`config.mk`:
```
export PLATFORM = sky130hd
export DESIGN_NAME = logic_unit_pipe_flat
export DESIGN_NICKNAME = d
export VERILOG_FILES = /design/src/rtl/logic_unit_pipe_pkg.sv /design/src/rtl/logic_unit_pipe_if.sv /design/src/rtl/logic_unit_pipe_core.sv /design/src/rtl/logic_unit_pipe.sv /design/src/flat_wrapper.sv
export SDC_FILE = /design/constraint.sdc
export NUM_CORES = 1
export LEC_CHECK = 0
export BUFFER_PORTS_ARGS = -buffer_cell sky130_fd_sc_hd__buf_2
export CORE_UTILIZATION = 59
export CTS_CLUSTER_DIAMETER = 200
export DETAILED_ROUTE_END_ITERATION = 8
export PLACE_DENSITY = 0.82
export SYNTH_ARGS = -nofsm -noshare
export SYNTH_HDL_FRONTEND = slang
export SYNTH_HIERARCHICAL = 1
export SYNTH_SLANG_ARGS = --single-unit
```
`constraint.sdc`:
```
create_clock -name clk -period 6.8 [get_ports clk]
set_input_delay 0.68 -clock clk [delete_from_list [all_inputs] [get_ports clk]]
set_output_delay 0.68 -clock clk [all_outputs]
set_load 0.05 [all_outputs]
```
`src/rtl/logic_unit_pipe_pkg.sv`:
```
// Shared definitions for the pipelined bitwise logic unit and its combinational core.
package logic_pkg;

  typedef logic [2:0] op_t;

  localparam op_t OP_AND   = 3'b000;
  localparam op_t OP_OR    = 3'b001;
  localparam op_t OP_XOR   = 3'b010;
  localparam op_t OP_NOR   = 3'b011;
  localparam op_t OP_XNOR  = 3'b100;
  localparam op_t OP_ANDN  = 3'b101;
  localparam op_t OP_NOTA  = 3'b110;
  localparam op_t OP_PASSB = 3'b111;

  // Bits needed to hold a popcount in the range 0..width.
  function automatic int pop_width(input int width);
    return $clog2(width + 1);
  endfunction

endpackage

```
`src/rtl/logic_unit_pipe_if.sv`:
```
// Operand/result handshake bundle between operand fetch, the logic unit and writeback.
interface logic_unit_pipe_if import logic_pkg::*; #(
  parameter int WIDTH = 32
);
  localparam int PW = pop_width(WIDTH);

  logic             in_valid;
  logic             in_ready;
  op_t              in_op;
  logic [WIDTH-1:0] in_a;
  logic [WIDTH-1:0] in_b;
  logic             out_valid;
  logic             out_ready;
  logic [WIDTH-1:0] out_result;
  logic             out_zero;
  logic             out_parity;
  logic [PW-1:0]    out_popcnt;

  modport master (
    output in_valid, in_op, in_a, in_b, out_ready,
    input  in_ready, out_valid, out_result, out_zero, out_parity, out_popcnt
  );

  modport slave (
    input  in_valid, in_op, in_a, in_b, out_ready,
    output in_ready, out_valid, out_result, out_zero, out_parity, out_popcnt
  );

endinterface

```
`src/rtl/logic_unit_pipe_core.sv`:
```
// Combinational bitwise operation plus zero/parity/popcount flags of the result.
module logic_unit_core import logic_pkg::*; #(
  parameter  int WIDTH = 32,
  localparam int PW    = pop_width(WIDTH)
) (
  input  op_t              i_op,
  input  logic [WIDTH-1:0] i_a,
  input  logic [WIDTH-1:0] i_b,
  output logic [WIDTH-1:0] o_result,
  output logic             o_zero,
  output logic             o_parity,
  output logic [PW-1:0]    o_popcnt
);

  logic [WIDTH-1:0] w_result;
  logic [PW-1:0]    w_popcnt;

  always_comb begin
    w_result = '0;
    case (i_op)
      OP_AND:   w_result = i_a & i_b;
      OP_OR:    w_result = i_a | i_b;
      OP_XOR:   w_result = i_a ^ i_b;
      OP_NOR:   w_result = ~(i_a | i_b);
      OP_XNOR:  w_result = ~(i_a ^ i_b);
      OP_ANDN:  w_result = i_a & ~i_b;
      OP_NOTA:  w_result = ~i_a;
      OP_PASSB: w_result = i_b;
      default:  w_result = '0;
    endcase
  end

  always_comb begin
    w_popcnt = '0;
    for (int i = 0; i < WIDTH; i++) begin
      w_popcnt = w_popcnt + PW'(w_result[i]);
    end
  end

  assign o_result = w_result;
  assign o_zero   = (w_result == '0);
  assign o_parity = ^w_result;
  assign o_popcnt = w_popcnt;

endmodule

```
`src/rtl/logic_unit_pipe.sv`:
```
// Two-stage valid/ready pipeline around logic_unit_core with a saturating completion counter.
module logic_unit_pipe import logic_pkg::*; #(
  parameter  int WIDTH       = 32,
  parameter  int COUNT_WIDTH = 16,
  localparam int PW          = pop_width(WIDTH)
) (
  input  logic                   clk,
  input  logic                   rst,
  logic_unit_pipe_if.slave       bus,
  output logic [COUNT_WIDTH-1:0] op_count
);

  logic                   r_s1_valid;
  op_t                    r_s1_op;
  logic [WIDTH-1:0]       r_s1_a;
  logic [WIDTH-1:0]       r_s1_b;
  logic                   r_s2_valid;
  logic [WIDTH-1:0]       r_result;
  logic                   r_zero;
  logic                   r_parity;
  logic [PW-1:0]          r_popcnt;
  logic [COUNT_WIDTH-1:0] r_op_count;

  logic                   w_s1_en;
  logic                   w_s2_en;
  logic                   w_out_fire;
  logic [WIDTH-1:0]       w_result;
  logic                   w_zero;
  logic                   w_parity;
  logic [PW-1:0]          w_popcnt;

  // An empty S2 always loads, so bubbles collapse even under backpressure.
  assign w_s2_en    = ~r_s2_valid | bus.out_ready;
  assign w_s1_en    = ~r_s1_valid | w_s2_en;
  assign w_out_fire = r_s2_valid & bus.out_ready;

  logic_unit_core #(.WIDTH(WIDTH)) u_core (
    .i_op     (r_s1_op),
    .i_a      (r_s1_a),
    .i_b      (r_s1_b),
    .o_result (w_result),
    .o_zero   (w_zero),
    .o_parity (w_parity),
    .o_popcnt (w_popcnt)
  );

  always_ff @(posedge clk) begin
    if (rst) begin
      r_s1_valid <= 1'b0;
      r_s2_valid <= 1'b0;
      r_result   <= '0;
      r_zero     <= 1'b0;
      r_parity   <= 1'b0;
      r_popcnt   <= '0;
      r_op_count <= '0;
    end else begin
      if (w_s1_en) begin
        r_s1_valid <= bus.in_valid;
        // Operands only load on a real beat so idle-bus garbage never reaches S2.
        if (bus.in_valid) begin
          r_s1_op <= bus.in_op;
          r_s1_a  <= bus.in_a;
          r_s1_b  <= bus.in_b;
        end
      end
      if (w_s2_en) begin
        r_s2_valid <= r_s1_valid;
        if (r_s1_valid) begin
          r_result <= w_result;
          r_zero   <= w_zero;
          r_parity <= w_parity;
          r_popcnt <= w_popcnt;
        end
      end
      if (w_out_fire && (r_op_count != '1)) begin
        r_op_count <= r_op_count + COUNT_WIDTH'(1);
      end
    end
  end

  assign bus.in_ready   = w_s1_en;
  assign bus.out_valid  = r_s2_valid;
  assign bus.out_result = r_result;
  assign bus.out_zero   = r_zero;
  assign bus.out_parity = r_parity;
  assign bus.out_popcnt = r_popcnt;
  assign op_count       = r_op_count;

endmodule

```
`src/flat_wrapper.sv`:
```
// flat-port wrapper written by rule: the top's interface ports become plain ports
module logic_unit_pipe_flat import logic_pkg::*;
#(
  parameter  int WIDTH       = 32,
  parameter  int COUNT_WIDTH = 16,
  localparam int PW          = pop_width(WIDTH)
)
  (clk, rst, op_count, bus_in_valid, bus_in_op, bus_in_a, bus_in_b, bus_out_ready, bus_in_ready, bus_out_valid, bus_out_result, bus_out_zero, bus_out_parity, bus_out_popcnt);
  logic_unit_pipe_if #(.WIDTH(WIDTH)) bus_i ();
  input  logic clk;
  input  logic rst;
  output logic [COUNT_WIDTH-1:0] op_count;
  input wire logic [$bits(bus_i.in_valid)-1:0] bus_in_valid;
  input wire logic [$bits(bus_i.in_op)-1:0] bus_in_op;
  input wire logic [$bits(bus_i.in_a)-1:0] bus_in_a;
  input wire logic [$bits(bus_i.in_b)-1:0] bus_in_b;
  input wire logic [$bits(bus_i.out_ready)-1:0] bus_out_ready;
  output wire logic [$bits(bus_i.in_ready)-1:0] bus_in_ready;
  output wire logic [$bits(bus_i.out_valid)-1:0] bus_out_valid;
  output wire logic [$bits(bus_i.out_result)-1:0] bus_out_result;
  output wire logic [$bits(bus_i.out_zero)-1:0] bus_out_zero;
  output wire logic [$bits(bus_i.out_parity)-1:0] bus_out_parity;
  output wire logic [$bits(bus_i.out_popcnt)-1:0] bus_out_popcnt;
  assign bus_i.in_valid = bus_in_valid;
  assign bus_i.in_op = bus_in_op;
  assign bus_i.in_a = bus_in_a;
  assign bus_i.in_b = bus_in_b;
  assign bus_i.out_ready = bus_out_ready;
  assign bus_in_ready = bus_i.in_ready;
  assign bus_out_valid = bus_i.out_valid;
  assign bus_out_result = bus_i.out_result;
  assign bus_out_zero = bus_i.out_zero;
  assign bus_out_parity = bus_i.out_parity;
  assign bus_out_popcnt = bus_i.out_popcnt;
  logic_unit_pipe #(.WIDTH(WIDTH), .COUNT_WIDTH(COUNT_WIDTH)) u_core (.clk(clk), .rst(rst), .bus(bus_i), .op_count(op_count));
endmodule
```
# Word-level counts from Yosys, hierarchy flattened
# Index checks and enable logic that the tools add are counted.
[word_totals]
reg_bits = 125
latch_bits = 0
mem_bits_rw = 0
mem_bits_ro = 0
in_bits = 71
out_inout_bits = 58
memories = 0
[classes]
n_addsub = 32
n_mul = 0
n_div = 0
n_lt_le_gt_ge = 0
n_eq_ne = 8
shift = 0
mux = 1
bitwise_logic = 14
reduce_logical = 6
[ops]
columns = ["cell", "count"]
rows = [
  ["one-hot mux 32 bit (8 select lines)", 1],
  ["adder 6 x 1 -> 6 bit", 26],
  ["NOT 32 bit", 4],
  ["bitwise AND 32 bit", 2],
  ["logical NOT 32 bit", 1],
  ["OR 32 bit", 1],
  ["parity 32 bit", 1],
  ["bitwise XOR 32 bit", 1],
  ["adder 16 x 1 -> 16 bit (second input constant)", 1],
  ["!= test 16 bit (second input constant)", 1],
  ["== test 3 bit (second input constant)", 4],
  ["adder 5 x 1 -> 6 bit", 1],
  ["== test 3 x 2 -> 1 bit (second input constant)", 2],
  ["adder 4 x 1 -> 5 bit", 1],
  ["adder 3 x 1 -> 4 bit", 1],
  ["adder 2 x 1 -> 3 bit", 1],
  ["== test 3 x 1 -> 1 bit (second input constant)", 1],
  ["logical NOT 3 bit", 1],
  ["NOT 1 bit", 3],
  ["AND reduction 3 bit", 1],
  ["adder 1 x 1 -> 2 bit", 1],
  ["OR 1 bit", 2],
  ["AND reduction 2 bit", 1],
  ["bitwise AND 1 bit", 1],
  ["logical AND 1 bit", 1],
]

# Depth between registers and ports, before layout
# Gate-level depths: netlist (run 1).
[logic_depth]
depth_word = 34
depth_mapped = 24
mapped_depth_nobuf = 23

# By module
# The synthesis (run 1) kept the hierarchy.
[modules_own_cells]
columns = ["module", "instances", "cells_each", "area_per_inst_um2"]
rows = [
  ["logic_unit_core", 1, 597, 4541.9],
  ["logic_unit_pipe", 1, 351, 4287.9],
]

# Worst setup path after synthesis (run 1)
# OpenSTA, ideal clock, no wires.
[synth_timing]
path_type = "register to register"
start = "register u_core.r_s1_op[0]"
end = "register u_core.r_popcnt[5] (netlist: u_core/bus.out_popcnt[5])"
setup_ns = 0.132
arrival_time_ns = 5.401
setup_slack_ns = 1.267
stages_incl_launch_ff = 24
period_less_slack_ns = 5.533
cell_sequence = "edfxtp_1 buf_6 buf_4 buf_6 a311oi_1 a21oi_1 a21o_1 fa_1 inv_1 fa_1 fa_1 inv_1 fa_1 fa_1 inv_1 fa_1 inv_1 ha_1 a21o_1 a21oi_1 nor2b_1 o21a_1 nand2_1 a21oi_1"
[synth_between]
elab_cells_between_ends = 40
[synth_lines]
columns = ["element", "line", "rtl"]
rows = [
  ["from (decl)", "logic_unit_pipe.sv:14", "op_t r_s1_op;"],
  ["from (signal assigned)", "logic_unit_pipe.sv:61", "r_s1_op <= bus.in_op;"],
  ["== test 3 bit, or another cell as far along", "logic_unit_pipe_core.sv:20", "case (i_op)"],
  ["one-hot mux 32 bit (8 select lines) (*)", "logic_unit_pipe_core.sv:20", ""],
  ["via u_core.w_result[7]", "logic_unit_pipe.sv:27", "logic [WIDTH-1:0] w_result;"],
  ["adder 6 x 1 -> 6 bit (*) (25 in series)", "logic_unit_pipe_core.sv:36", "w_popcnt = w_popcnt + PW'(w_result[i]);"],
  ["via u_core.w_popcnt[5]", "logic_unit_pipe.sv:30", "logic [PW-1:0] w_popcnt;"],
  ["to (signal assigned)", "logic_unit_pipe.sv:72", "r_popcnt <= w_popcnt;"],
  ["to (decl)", "logic_unit_pipe.sv:21", "logic [PW-1:0] r_popcnt;"],
]
# The timed path passes the listed nets; every way through them passes the cells marked *.
# A chain may end at the register's enable or synchronous reset.

# Final worst setup path (run 1)
[layout_timing]
start = "register u_core.r_s1_op[1]"
end = "register u_core.r_popcnt[5] (netlist: u_core/bus.out_popcnt[5])"
[layout_between]
elab_cells_between_ends = 40
[layout_lines]
columns = ["element", "line"]
rows = [
  ["== test 3 bit, or another cell as far along", "logic_unit_pipe_core.sv:20"],
  ["one-hot mux 32 bit (8 select lines) (*)", "logic_unit_pipe_core.sv:20"],
  ["via u_core.w_result[11]", "logic_unit_pipe.sv:27"],
  ["adder 6 x 1 -> 6 bit (*) (21 in series)", "logic_unit_pipe_core.sv:36"],
  ["via u_core.w_popcnt[5]", "logic_unit_pipe.sv:30"],
]
# Marks and branches as above.

==> results of run 1 <==
==> logic make-up (layout without fill, tap and decap cells) <==
family	after synthesis	in the layout	synth area share
xor gates and xnor gates	27	27	0.0268
DFF	125	125	0.359
AOI/OAI and AO/OA	235	235	0.173
and+or+nand+nor	273	273	0.150
adders and majority gates	80	80	0.134
muxes	57	57	0.0798
buffers and inverters	151	266	0.0769
==> power groups by stage <==
stage,Combinational (W),Sequential (W),Clock [W]
global placement,0.00133,0.000884,0
CTS,0.00140,0.000869,0.000942
global route,0.00161,0.000874,0.000970
floorplan,0.00106,0.000948,0
detailed placement,0.00139,0.000885,0
finish,0.00140,0.000869,0.000934
==> worst max-delay path by stage <==
stage               cells after the start         startpoint                  endpoint  slack, ns
floorplan                              23  u_core/r_s1_op[0]  u_core/bus.out_popcnt[5]       1.27
global placement                       21  u_core/r_s1_op[1]  u_core/bus.out_popcnt[5]       0.72
detailed placement                     21  u_core/r_s1_op[1]  u_core/bus.out_popcnt[5]       0.58
CTS                                    21  u_core/r_s1_op[1]  u_core/bus.out_popcnt[5]       0.49
global route                           21  u_core/r_s1_op[1]  u_core/bus.out_popcnt[5]       0.11
finish                                 21  u_core/r_s1_op[1]  u_core/bus.out_popcnt[5]       0.46
==> routing by layer <==
layer  part of all wire  vias up  wire length [um]
met4              0.029        0               577
met5                  0        -                 0
met3              0.054       45              1090
met2               0.47      245              9380
li1                   -     3580                 -
met1               0.45     3428              8930
==> final cells by class <==
class	instances	area share
well taps	184	0.0227
repair buffers	140	0.0759
clock inverters	11	0.0124
clock buffers	21	0.0486
inverters	94	0.0349
multi-input cells	672	0.492
flip-flops and latches	125	0.313
==> cell usage in the layout, fill, tap and decap left out, types with 9 or more instances in the layout <==
cell type / Yosys / layout
a211oi_1: 12 / 12
a21o_1: 23 / 23
a21oi_1: 92 / 92
a311oi_1: 24 / 24
a31oi_1: 10 / 10
buf_2: 18 / 128
buf_4: 8 / 9
clkbuf_16: 0 / 18
dfxtp_1: 58 / 58
edfxtp_1: 67 / 67
fa_1: 24 / 24
ha_1: 56 / 56
inv_1: 93 / 93
mux2_2: 15 / 15
mux2i_1: 31 / 31
nand2_1: 110 / 110
nand2b_1: 14 / 14
nand3_1: 10 / 10
nor2_1: 52 / 52
nor2b_1: 19 / 18
o21ai_0: 26 / 26
o31ai_1: 18 / 18
or2_0: 12 / 12
xnor2_1: 21 / 21
==> state kept, by name, summed over array words and instances, names as in the netlist <==
signal	count
u_core/bus.out_valid	1
u_core/bus.out_parity	1
u_core/op_count	16
u_core/r_s1_valid	1
u_core/r_s1_b	32
u_core/bus.out_zero	1
u_core/bus.out_result	32
u_core/r_s1_op	3
u_core/bus.out_popcnt	6
u_core/r_s1_a	32
==> metrics by stage <==
stage	power [W]	setup WS, ns	cells
floorplan	0.00201	1.27	948
global placement	0.00221	0.716	1215
detailed placement	0.00228	0.576	1215
CTS	0.00322	0.489	1247
global route	0.00345	0.113	1247
finish	0.00320	0.462	1247
==> worst max-delay path: cells and delay by family (launching register included) <==
family,cells,cell delay (ns)
flops,1,0.89
fa+ha+maj,7,3.33
xor+xnor,1,0.11
simple gates,3,0.38
compound gates,5,0.87
buf+inv,5,0.62
==> summary.md, run 1 <==
| Metric | Value |
|---|---|
| Post-Syn Nets | `1099` |
| Met3 Usage GRT | `0.0447` |
| Post_cts resized | `0` |
| Part of the power in registers | `0.271` |
| Comb power frac | `0.437` |
| Worst-Margin Slew | `0.945 ns` |
| CTS tree | `built` |
| Design Area, Final | `10100 um2` |
| Synth area leader | `edfxtp_1` |
| Most instantiated library cell after synthesis | `nand2_1` |
| Grt total ovfl | `0` |
| Critical path endpoint category | `flip-flop` |
| Final period utilization | `0.932` |
| Hold Path Stages | `1` |
| Die X | `124 um` |
| Synthesized flop and latch total | `125` |
| Worst-path maximum fanout | `23` |
| Worst hold endpoint | `u_core/r_s1_a[3]` |
| Status | `finished clean` |
| Top post-synthesis cells by area | `edfxtp_1 23%, dfxtp_1 13%, ha_1 7.9%` |
| Power per Cell Area | `317 nW/um2` |
| Final min period | `6.34 ns` |
| Area growth, synth to finish | `14.6%` |
| Fin. max-slew vios | `0` |
| Async SR Flop Fraction | `0` |
| CTS root buf | `clkbuf_16` |
| Internal power | `0.00206 W` |
| Final hold vios | `0` |
| DPL Wire Length | `14300 um` |
| Clock power frac | `0.291` |
| Fraction of layout instances using a drive strength above 1 | `0.199` |
| Worst vdd ir | `0.450 mV` |
| Post-CTS setup buffers | `0` |
| Drt first pass iters | `5` |
| Layout fillers | `1107` |
| Cts hold-fix bufs | `0` |
| Multi-input gate area | `4980 um2` |
| Synthesized area | `8830 um2` |
| Global-route wire length before repair | `32800 um` |
| Hold Startpoint | `bus_in_a[3]` |
| Most numerous cell on the critical path | `fa_1` |
| RSZ-0062 raised after global routing | `false` |
| Core area | `14600 um2` |
| Static leakage | `4.47 nW` |
| Unique masters post-synth | `64` |
| Flop2flop setup slack | `0.46 ns` |
| Mean Syn Cell Area | `9.31 um2` |
| Routing usage on met1 | `0.344` |
| Worst Path Class, Setup | `flip-flop to flip-flop` |
| Number of synthesis warnings | `6` |
| Largest net degree at the start of global routing | `101` |
| CP cell instances | `buf_4 > xnor2_1 > a22oi_1 > nand3_1 > fa_1 > inv_1 > fa_1 > fa_1 > inv_1 > fa_1 > fa_1 > inv_1 > fa_1 > inv_1 > ha_1 > a21o_1 > a21oi_1 > nor2b_1 > o21a_1 > nand2_1 > a21oi_1` |
| Final ANT Viol Nets | `0` |
| Req. time, crit path | `7.09 ns` |
| Worst path max stage delay | `between 0.8 and 0.9 ns` |
| HP Class | `input pin to flip-flop` |
| Top-area cell type share of the netlist area | `0.228` |
| Initial antenna violation count | `0` |
| CP max stage cell | `edfxtp_1` |
| GRT busiest layer | `met2` |
| Routed via count | `approximately 7300` |
| Reg-to-Reg End | `u_core/bus.out_popcnt[5]` |
| Worst r2r path cells | `21` |
| Clock transition at path regs | `0.06 ns` |
| Register area share after synthesis | `0.359` |
| Skew-Pair Late Insertion Delay | `0.43 ns` |
| Die height | `124 um` |
| Nets | `1201` |
| Clock sinks | `125` |
| Full die area | `15500 um2` |
| Worst setup SP type | `flip-flop` |
| Cell count after synthesis | `about 950` |
| I/O pins | `129` |
| 1st-iter DRT viols | `587` |
| Final-report setup violation count | `0` |
| H-tree levels | `4` |
| Placed inst area | `between 9000 and 10000 um2` |
| Prevailing post-synth register cell | `edfxtp_1` |
| Sequential Area | `3170 um2` |
| Sw frac | `0.357` |
| # DRC | `0` |
| Drt total wl | `20000 um` |
| Commonest cells in the synthesized netlist | `110 x nand2_1, 93 x inv_1, 92 x a21oi_1, 67 x edfxtp_1, 58 x dfxtp_1` |
| Setup TNS | `0 ns` |
| Psw | `roughly 0.0011 W` |
| PortBufs | `around 130` |
| Num rows | `44` |
| Relative slew slack | `0.364` |
| Avg Vias per Cell | `5.85` |
| EDFF count, synth | `67` |
| Max frequency | `158 MHz` |
| Vias in the first global route | `6855` |
| Hold_ws | `0.419 ns` |
| Final GP Congestion | `0.921` |
| Diodes inserted | `0` |
| Maximum root-to-sink buffer count | `2` |
| CTS Buf Count | `17` |
| GRT Resource Usage Total | `0.266` |
| Initial standard-cell utilization of the core | `0.605` |
| Worst Path Arrival | `6.62 ns` |
| Max-Cap Viols | `0` |
| Clk_skew | `0.00842 ns` |
| R2R Path Start | `u_core/r_s1_op[1]` |
| Met2 Use GR | `0.432` |
| Utilization after layout | `0.694` |
| Wirelength per Cell | `16.0 um` |
Note: power is estimated with default switching activity, not from simulation.
==> run 2: changes to the inputs <==
--- a/config.mk
+++ b/config.mk
@@ -6,11 +6,11 @@
 export NUM_CORES = 1
 export LEC_CHECK = 0
 export BUFFER_PORTS_ARGS = -buffer_cell sky130_fd_sc_hd__buf_2
-export CORE_UTILIZATION = 59
+export CORE_UTILIZATION = 58
+export CTS_BUF_LIST = sky130_fd_sc_hd__clkbuf_4 sky130_fd_sc_hd__clkbuf_8 sky130_fd_sc_hd__clkbuf_16
 export CTS_CLUSTER_DIAMETER = 200
 export DETAILED_ROUTE_END_ITERATION = 8
-export PLACE_DENSITY = 0.82
+export PLACE_DENSITY = 0.81
 export SYNTH_ARGS = -nofsm -noshare
 export SYNTH_HDL_FRONTEND = slang
-export SYNTH_HIERARCHICAL = 1
 export SYNTH_SLANG_ARGS = --single-unit
==> constraint.sdc (replaced) <==
create_clock -name clk -period 6.8 [get_ports clk]
set_input_delay 0.68 -clock clk [delete_from_list [all_inputs] [get_ports clk]]
set_output_delay 0.68 -clock clk [all_outputs]
set_load 0.02 [all_outputs]
==> run 2 against run 1 <==
Fmax decreased by 0.15%. Sequential share of layout area grew 1.5 points. Count of clock-buffer cells in the layout down 1. Worst hold slack better by 0.0096 ns. Final cell count fell by 9.6%. Wire length is 12% lower. Via count down 13%. Cell area is 4.5% lower. Clock skew shrank 0.0026 ns. Utilization about the same. First-iteration DRC count fell by 33%. Critical path type unchanged. Highest routed layer unchanged.
==> summary.md, run 2 <==
| Metric | Value |
|---|---|
| Clk_skew | `0.00581 ns` |
| Final-report setup violation count | `0` |
| Met1 wire length | `7670 um` |
| Routed via count | `6328` |
| Worst Path Arrival | `6.70 ns` |
| Req. time, crit path | `7.15 ns` |
| Clock transition at path regs | `0.06 ns` |
| Unique masters post-synth | `52` |
| Final min period | `6.35 ns` |
| Design Area, Final | `9670 um2` |
| Initial antenna violation count | `0` |
| Full die area | `between 10000 and 15000 um2` |
| Most instantiated library cell after synthesis | `inv_1` |
| Clock power frac | `0.290` |
| Register area share after synthesis | `0.382` |
| Setup TNS | `0 ns` |
| DPL Wire Length | `between 10000 and 15000 um` |
| RSZ-0062 raised after global routing | `false` |
| Static leakage | `4.22 nW` |
| Drt total wl | `17600 um` |
| Largest net degree at the start of global routing | `68` |
| EDFF count, synth | `67` |
| Sw frac | `0.343` |
| I/O pins | `approximately 130` |
| Commonest cells in the synthesized netlist | `101 x inv_1, 94 x nor2_1, 67 x edfxtp_1, 58 x dfxtp_1, 57 x ha_1` |
| Comb power frac | `0.431` |
| Power per Cell Area | `325 nW/um2` |
| PortBufs | `128` |
| Nets | `1086` |
| CTS root buf | `clkbuf_16` |
| Psw | `0.00108 W` |
| Worst-Margin Slew | `roughly 0.8 ns` |
| Prevailing post-synth register cell | `edfxtp_1` |
| Fin. max-slew vios | `0` |
| GRT Resource Usage Total | `0.251` |
| CTS tree | `built` |
| Global-route wire length before repair | `28300 um` |
| WL met3 | `923 um` |
| Worst-path maximum fanout | `49` |
| HP Class | `input pin to flip-flop` |
| Drt first pass iters | `5` |
| Layout fillers | `about 1000` |
| Cts hold-fix bufs | `0` |
| Cell count after synthesis | `817` |
| Worst setup SP type | `flip-flop` |
| Most frequent cells in the layout | `128 x buf_2, 101 x inv_1, 94 x nor2_1` |
| Most numerous cell on the critical path | `fa_1` |
| Grt total ovfl | `0` |
| Post_cts resized | `0` |
| Top-area cell type share of the netlist area | `0.242` |
| Worst Path Class, Setup | `flip-flop to flip-flop` |
| # DRC | `0` |
| Final ANT Viol Nets | `0` |
| Top Metal Used | `met4` |
| Met2 Wirelength | `just under 9000 um` |
| Synth area leader | `edfxtp_1` |
| Core area | `around 14000 um2` |
| Relative slew slack | `0.459` |
| Die height | `122 um` |
| Placed inst area | `about 9100 um2` |
| Async SR Flop Fraction | `0` |
| Finished Layout Cells | `1127` |
| Max-Cap Viols | `0` |
| Post-CTS setup buffers | `0` |
| Num rows | `between 40 and 50` |
| Clock sinks | `between 100 and 150` |
| Synthesized area | `8310 um2` |
| Synthesized flop and latch total | `125` |
| Max frequency | `158 MHz` |
| Internal power | `0.00206 W` |
| Part of the power in registers | `0.279` |
| H-tree levels | `4` |
| Final GP Congestion | `0.954` |
| Sequential Area | `between 3000 and 4000 um2` |
| Number of synthesis warnings | `0` |
| Top post-synthesis cells by area | `edfxtp_1 24%, dfxtp_1 14%, ha_1 8.6%` |
| CP cell instances | `buf_4 > buf_4 > nand2b_1 > nor2_1 > a21oi_1 > o221a_2 > fa_1 > fa_1 > inv_1 > fa_1 > fa_1 > inv_1 > fa_1 > fa_1 > inv_1 > ha_1 > inv_1 > fa_1 > nor2b_1 > o21a_1 > nor3_1 > nand3b_1 > a21oi_1` |
| Diodes inserted | `0` |
| 1st-iter DRT viols | `between 300 and 400` |
| Post-Syn Nets | `roughly 970` |
| Wirelength per Cell | `15.6 um` |
| Placed Cells | `1095` |
| Maximum root-to-sink buffer count | `2` |
| Area growth, synth to finish | `16.4%` |
| Mean Syn Cell Area | `10.2 um2` |
| Worst vdd ir | `around 0.34 mV` |
| Avg Vias per Cell | `5.61` |
| Fraction of layout instances using a drive strength above 1 | `0.252` |
| Status | `finished clean` |
| Skew-Pair Late Insertion Delay | `0.42 ns` |
| Worst path max stage delay | `0.56 ns` |
| Final period utilization | `0.934` |
| Vias in the first global route | `5962` |
| Most common cell after layout, fill and taps aside | `buf_2` |
| CTS Buf Count | `17` |
| CP max stage cell | `fa_1` |
| Die X | `122 um` |
| Critical path endpoint category | `flip-flop` |
| Final hold vios | `0` |
| Initial standard-cell utilization of the core | `0.596` |
| Multi-input gate area | `4510 um2` |
[run 2: area by class of cell]
class,instances,area share
multi-input combinational,543,0.467
sequential,125,0.328
clock buffer,20,0.0463
inverter,102,0.0396
timing repair buffer,145,0.0808
tap,180,0.0233
clock inverter,12,0.0150
[run 2: routing by layer]
metal / track usage / vias to the layer above
met5: 0 / -
met4: 0.0710 / 0
met3: 0.0641 / 21
met2: 0.425 / 173
met1: 0.317 / 3013
li1: - / 3121
[run 2: final timing paths]
check,endpoint,cells past startpoint,slack [ns],from
max,u_core.bus.out_popcnt[4],23,0.45,u_core.r_s1_op[0]
max reg2reg,u_core.bus.out_popcnt[4],23,0.45,u_core.r_s1_op[0]
min reg2reg,u_core.bus.out_popcnt[3],2,0.46,u_core.bus.out_popcnt[3]
min,u_core.r_s1_a[17],1,0.43,bus_in_a[17]
[run 2: stage by stage]
step | power, W | setup WS (ns) | util | hold slack [ns]
2_1_floorplan | 0.00196 | 1.01 | - | 0.496
3_3_place_gp | 0.00218 | 0.573 | 0.651 | 0.440
3_5_place_dp | 0.00225 | 0.476 | 0.651 | 0.449
4_1_cts | 0.00316 | 0.441 | 0.694 | 0.417
5_1_grt | 0.00340 | 0.0180 | 0.694 | 0.411
6_report | 0.00314 | 0.452 | 0.694 | 0.428
[run 2: cell families after synthesis]
kind of cell | share of synthesized area
simple gates | 0.115
flops | 0.382
xor+xnor | 0.0369
fa+ha+maj | 0.144
buf+inv | 0.0759
mux | 0.103
compound gates | 0.143
[run 2: worst max-delay path, delay by kind of cell, from the launching register on]
family	cells	cell delay [ns]
buffers and inverters	6	1.07
adder cells (fa/ha/maj)	8	3.46
AO/OA/AOI/OAI	4	0.63
flip-flops	1	0.36
AND/OR/NAND/NOR	5	0.72
[run 2: power by group through the flow]
stage | Clock, W | Combinational (W) | Sequential (W)
after floorplan | 0 | 0.00105 | 0.000913
after global placement | 0 | 0.00129 | 0.000890
after detailed placement | 0 | 0.00135 | 0.000892
after CTS | 0.000922 | 0.00137 | 0.000876
after global routing | 0.000957 | 0.00157 | 0.000881
final | 0.000912 | 0.00135 | 0.000876
==> run 3: changes to the inputs <==
--- a/config.mk
+++ b/config.mk
@@ -10,7 +10,7 @@
 export CTS_BUF_LIST = sky130_fd_sc_hd__clkbuf_4 sky130_fd_sc_hd__clkbuf_8 sky130_fd_sc_hd__clkbuf_16
 export CTS_CLUSTER_DIAMETER = 200
 export DETAILED_ROUTE_END_ITERATION = 8
-export PLACE_DENSITY = 0.81
+export PLACE_DENSITY = 0.92
 export SYNTH_ARGS = -nofsm -noshare
 export SYNTH_HDL_FRONTEND = slang
 export SYNTH_SLANG_ARGS = --single-unit
==> constraint.sdc (replaced) <==
create_clock -name clk -period 6.8 [get_ports clk]
set_input_delay 0.68 -clock clk [delete_from_list [all_inputs] [get_ports clk]]
set_output_delay 0.68 -clock clk [all_outputs]
set_load 0.1 [all_outputs]
==> run 3 against run 2 <==
Sequential share of layout area grew 0.055 points. Critical path depth shrank 2. Combinational power grew 11%. Utilization shrank 0.12 points. Global-route usage grew 0.54 points. Cell area shrank 0.17%. Register-to-register slack gained 0.03 ns. Via count grew 1.7%. Clock power grew 0.5%. Worst hold slack lost 0.0078 ns.
==> summary.md, run 3 (same netlist as run 2, synthesis figures left out) <==
| Metric | Value |
|---|---|
| Status | `finished clean` |
| Worst Path Arrival | `6.68 ns` |
| Final min period | `~6.3 ns` |
| Req. time, crit path | `just over 7 ns` |
| CTS Buf Count | `17` |
| Routed via count | `between 6000 and 7000` |
| Static leakage | `approximately 4.2 nW` |
| Initial standard-cell utilization of the core | `0.596` |
| Critical path endpoint category | `flip-flop` |
| Power per Cell Area | `342 nW/um2` |
| Flop2flop setup slack | `0.48 ns` |
| Hold Startpoint | `bus_in_b[4]` |
| Relative slew slack | `0.441` |
| # DRC | `0` |
| Maximum root-to-sink buffer count | `2` |
| Worst-Margin Slew | `around 0.84 ns` |
| Diodes inserted | `0` |
| Worst setup SP type | `flip-flop` |
| Initial antenna violation count | `0` |
| Die height | `122 um` |
| Num rows | `43` |
| Most numerous cell on the critical path | `fa_1` |
| GRT Resource Usage Total | `0.256` |
| Pre-CTS WS | `0.505 ns` |
| CP delay by family, top | `adder cells` |
| Cts hold-fix bufs | `0` |
| Final-report setup violation count | `0` |
| Clock transition at path regs | `roughly 0.060 ns` |
| Full die area | `14800 um2` |
| Clk_skew | `roughly 0.0078 ns` |
| CTS tree | `built` |
| Final hold vios | `0` |
| Global-route wire length before repair | `28800 um` |
| Post_cts resized | `0` |
| Skew-Pair Late Insertion Delay | `~0.43 ns` |
| Setup TNS | `0 ns` |
| CTS root buf | `clkbuf_16` |
| CP cell instances | `buf_4 > nor2_1 > o21bai_1 > mux4_2 > fa_1 > inv_1 > fa_1 > fa_1 > fa_1 > inv_1 > fa_1 > fa_1 > inv_1 > ha_1 > inv_1 > fa_1 > nor2b_1 > o21a_1 > nor3_1 > nand3b_1 > a21oi_1` |
| 1st-iter DRT viols | `501` |
| RSZ-0062 raised after global routing | `false` |
| Final ANT Viol Nets | `0` |
| Post-CTS setup buffers | `0` |
| Max frequency | `158 MHz` |
| Final WS setup | `0.481 ns` |
| Drt total wl | `roughly 18000 um` |
| H-tree levels | `4` |
| Hold Path Stages | `1` |
| Most frequent cells in the layout | `128 x buf_2, 101 x inv_1, 94 x nor2_1` |
| Worst vdd ir | `about 0.35 mV` |
| I/O pins | `129` |
| Vias in the first global route | `a little over 6000` |
| Max-Cap Viols | `0` |
| Worst path bufs/invs | `5` |
| Worst r2r path cells | `21` |
| Fraction of layout instances using a drive strength above 1 | `0.250` |
| Crit path launch | `u_core.r_s1_op[0]` |
| Drt first pass iters | `5` |
| Wirelength per Cell | `16.0 um` |
| CP max stage cell | `mux4_2` |
| Final period utilization | `0.929` |
| R2R Path Start | `u_core.r_s1_op[0]` |
| Worst-path maximum fanout | `59` |
| Grt total ovfl | `0` |
| Worst path max stage delay | `0.59 ns` |
| Avg Vias per Cell | `5.74` |
| Core area | `13900 um2` |
| Nets | `1080` |
| Most common cell after layout, fill and taps aside | `buf_2` |
| HP Class | `input pin to flip-flop` |
| Design Area, Final | `9650 um2` |
| Utilization after layout | `0.693` |
| DPL Wire Length | `between 10000 and 15000 um` |
| Clock sinks | `about 130` |
| Area growth, synth to finish | `16.2%` |
| Design Power | `about 0.0033 W` |
| Final GP Congestion | `0.942` |
| Critical path depth | `21` |
| Worst Path Class, Setup | `flip-flop to flip-flop` |
| Die X | `122 um` |
| PortBufs | `128` |
| Placed inst area | `9040 um2` |
| Largest net degree at the start of global routing | `68` |
| Fin. max-slew vios | `0` |
==> run 3: worst register-to-register path, delay by kind of cell (launching register included) <==
family / cells / cell delay, ns
AOI/OAI and AO/OA: 3 / 0.49
DFF: 1 / 0.36
and+or+nand+nor: 4 / 0.51
muxes: 1 / 0.59
adders and majority gates: 8 / 3.59
buffers and inverters: 5 / 0.71
==> run 3: final timing paths <==
| check | to |
|---|---|
| worst max-delay path | u_core.bus.out_popcnt[4] |
| worst min-delay path | u_core.r_s1_b[4] |
| worst max register to register | u_core.bus.out_popcnt[4] |
| worst min register to register | u_core.bus.out_result[2] |
==> run 3: layout make-up <==
class / count / area [um2]
Multi-Input combinational cell: 543 / 4510
Fill cell: 1022 / 4280
Sequential cell: 125 / 3170
Timing Repair Buffer: 139 / 748
Clock buffer: 21 / 508
Inverter: 102 / 383
Tap cell: 180 / 225
Clock inverter: 11 / 101
==> run 3: metal layers <==
metal | global-route usage | routed length, um | vias to the layer above
met4 | 0.0972 | 384 | 0
li1 | - | - | 3116
met2 | 0.422 | 8750 | 216
met3 | 0.0571 | 1110 | 33
met5 | 0 | 0 | -
met1 | 0.330 | 7720 | 3068
==> run 3: power breakdown <==
group | total, W | switching [W] | internal [W]
registers | 0.000876 | 0.0000317 | 0.000844
logic | 0.00150 | 0.000874 | 0.000629
clock network | 0.000917 | 0.000344 | 0.000573
total | 0.00330 | 0.00125 | 0.00205
==> run 3: through the flow <==
stage	std cells	hold slack (ns)
floorplan	817	0.496
global placement	1089	0.442
detailed placement	1089	0.450
CTS	1121	0.416
global route	1121	0.409
finish	1121	0.421
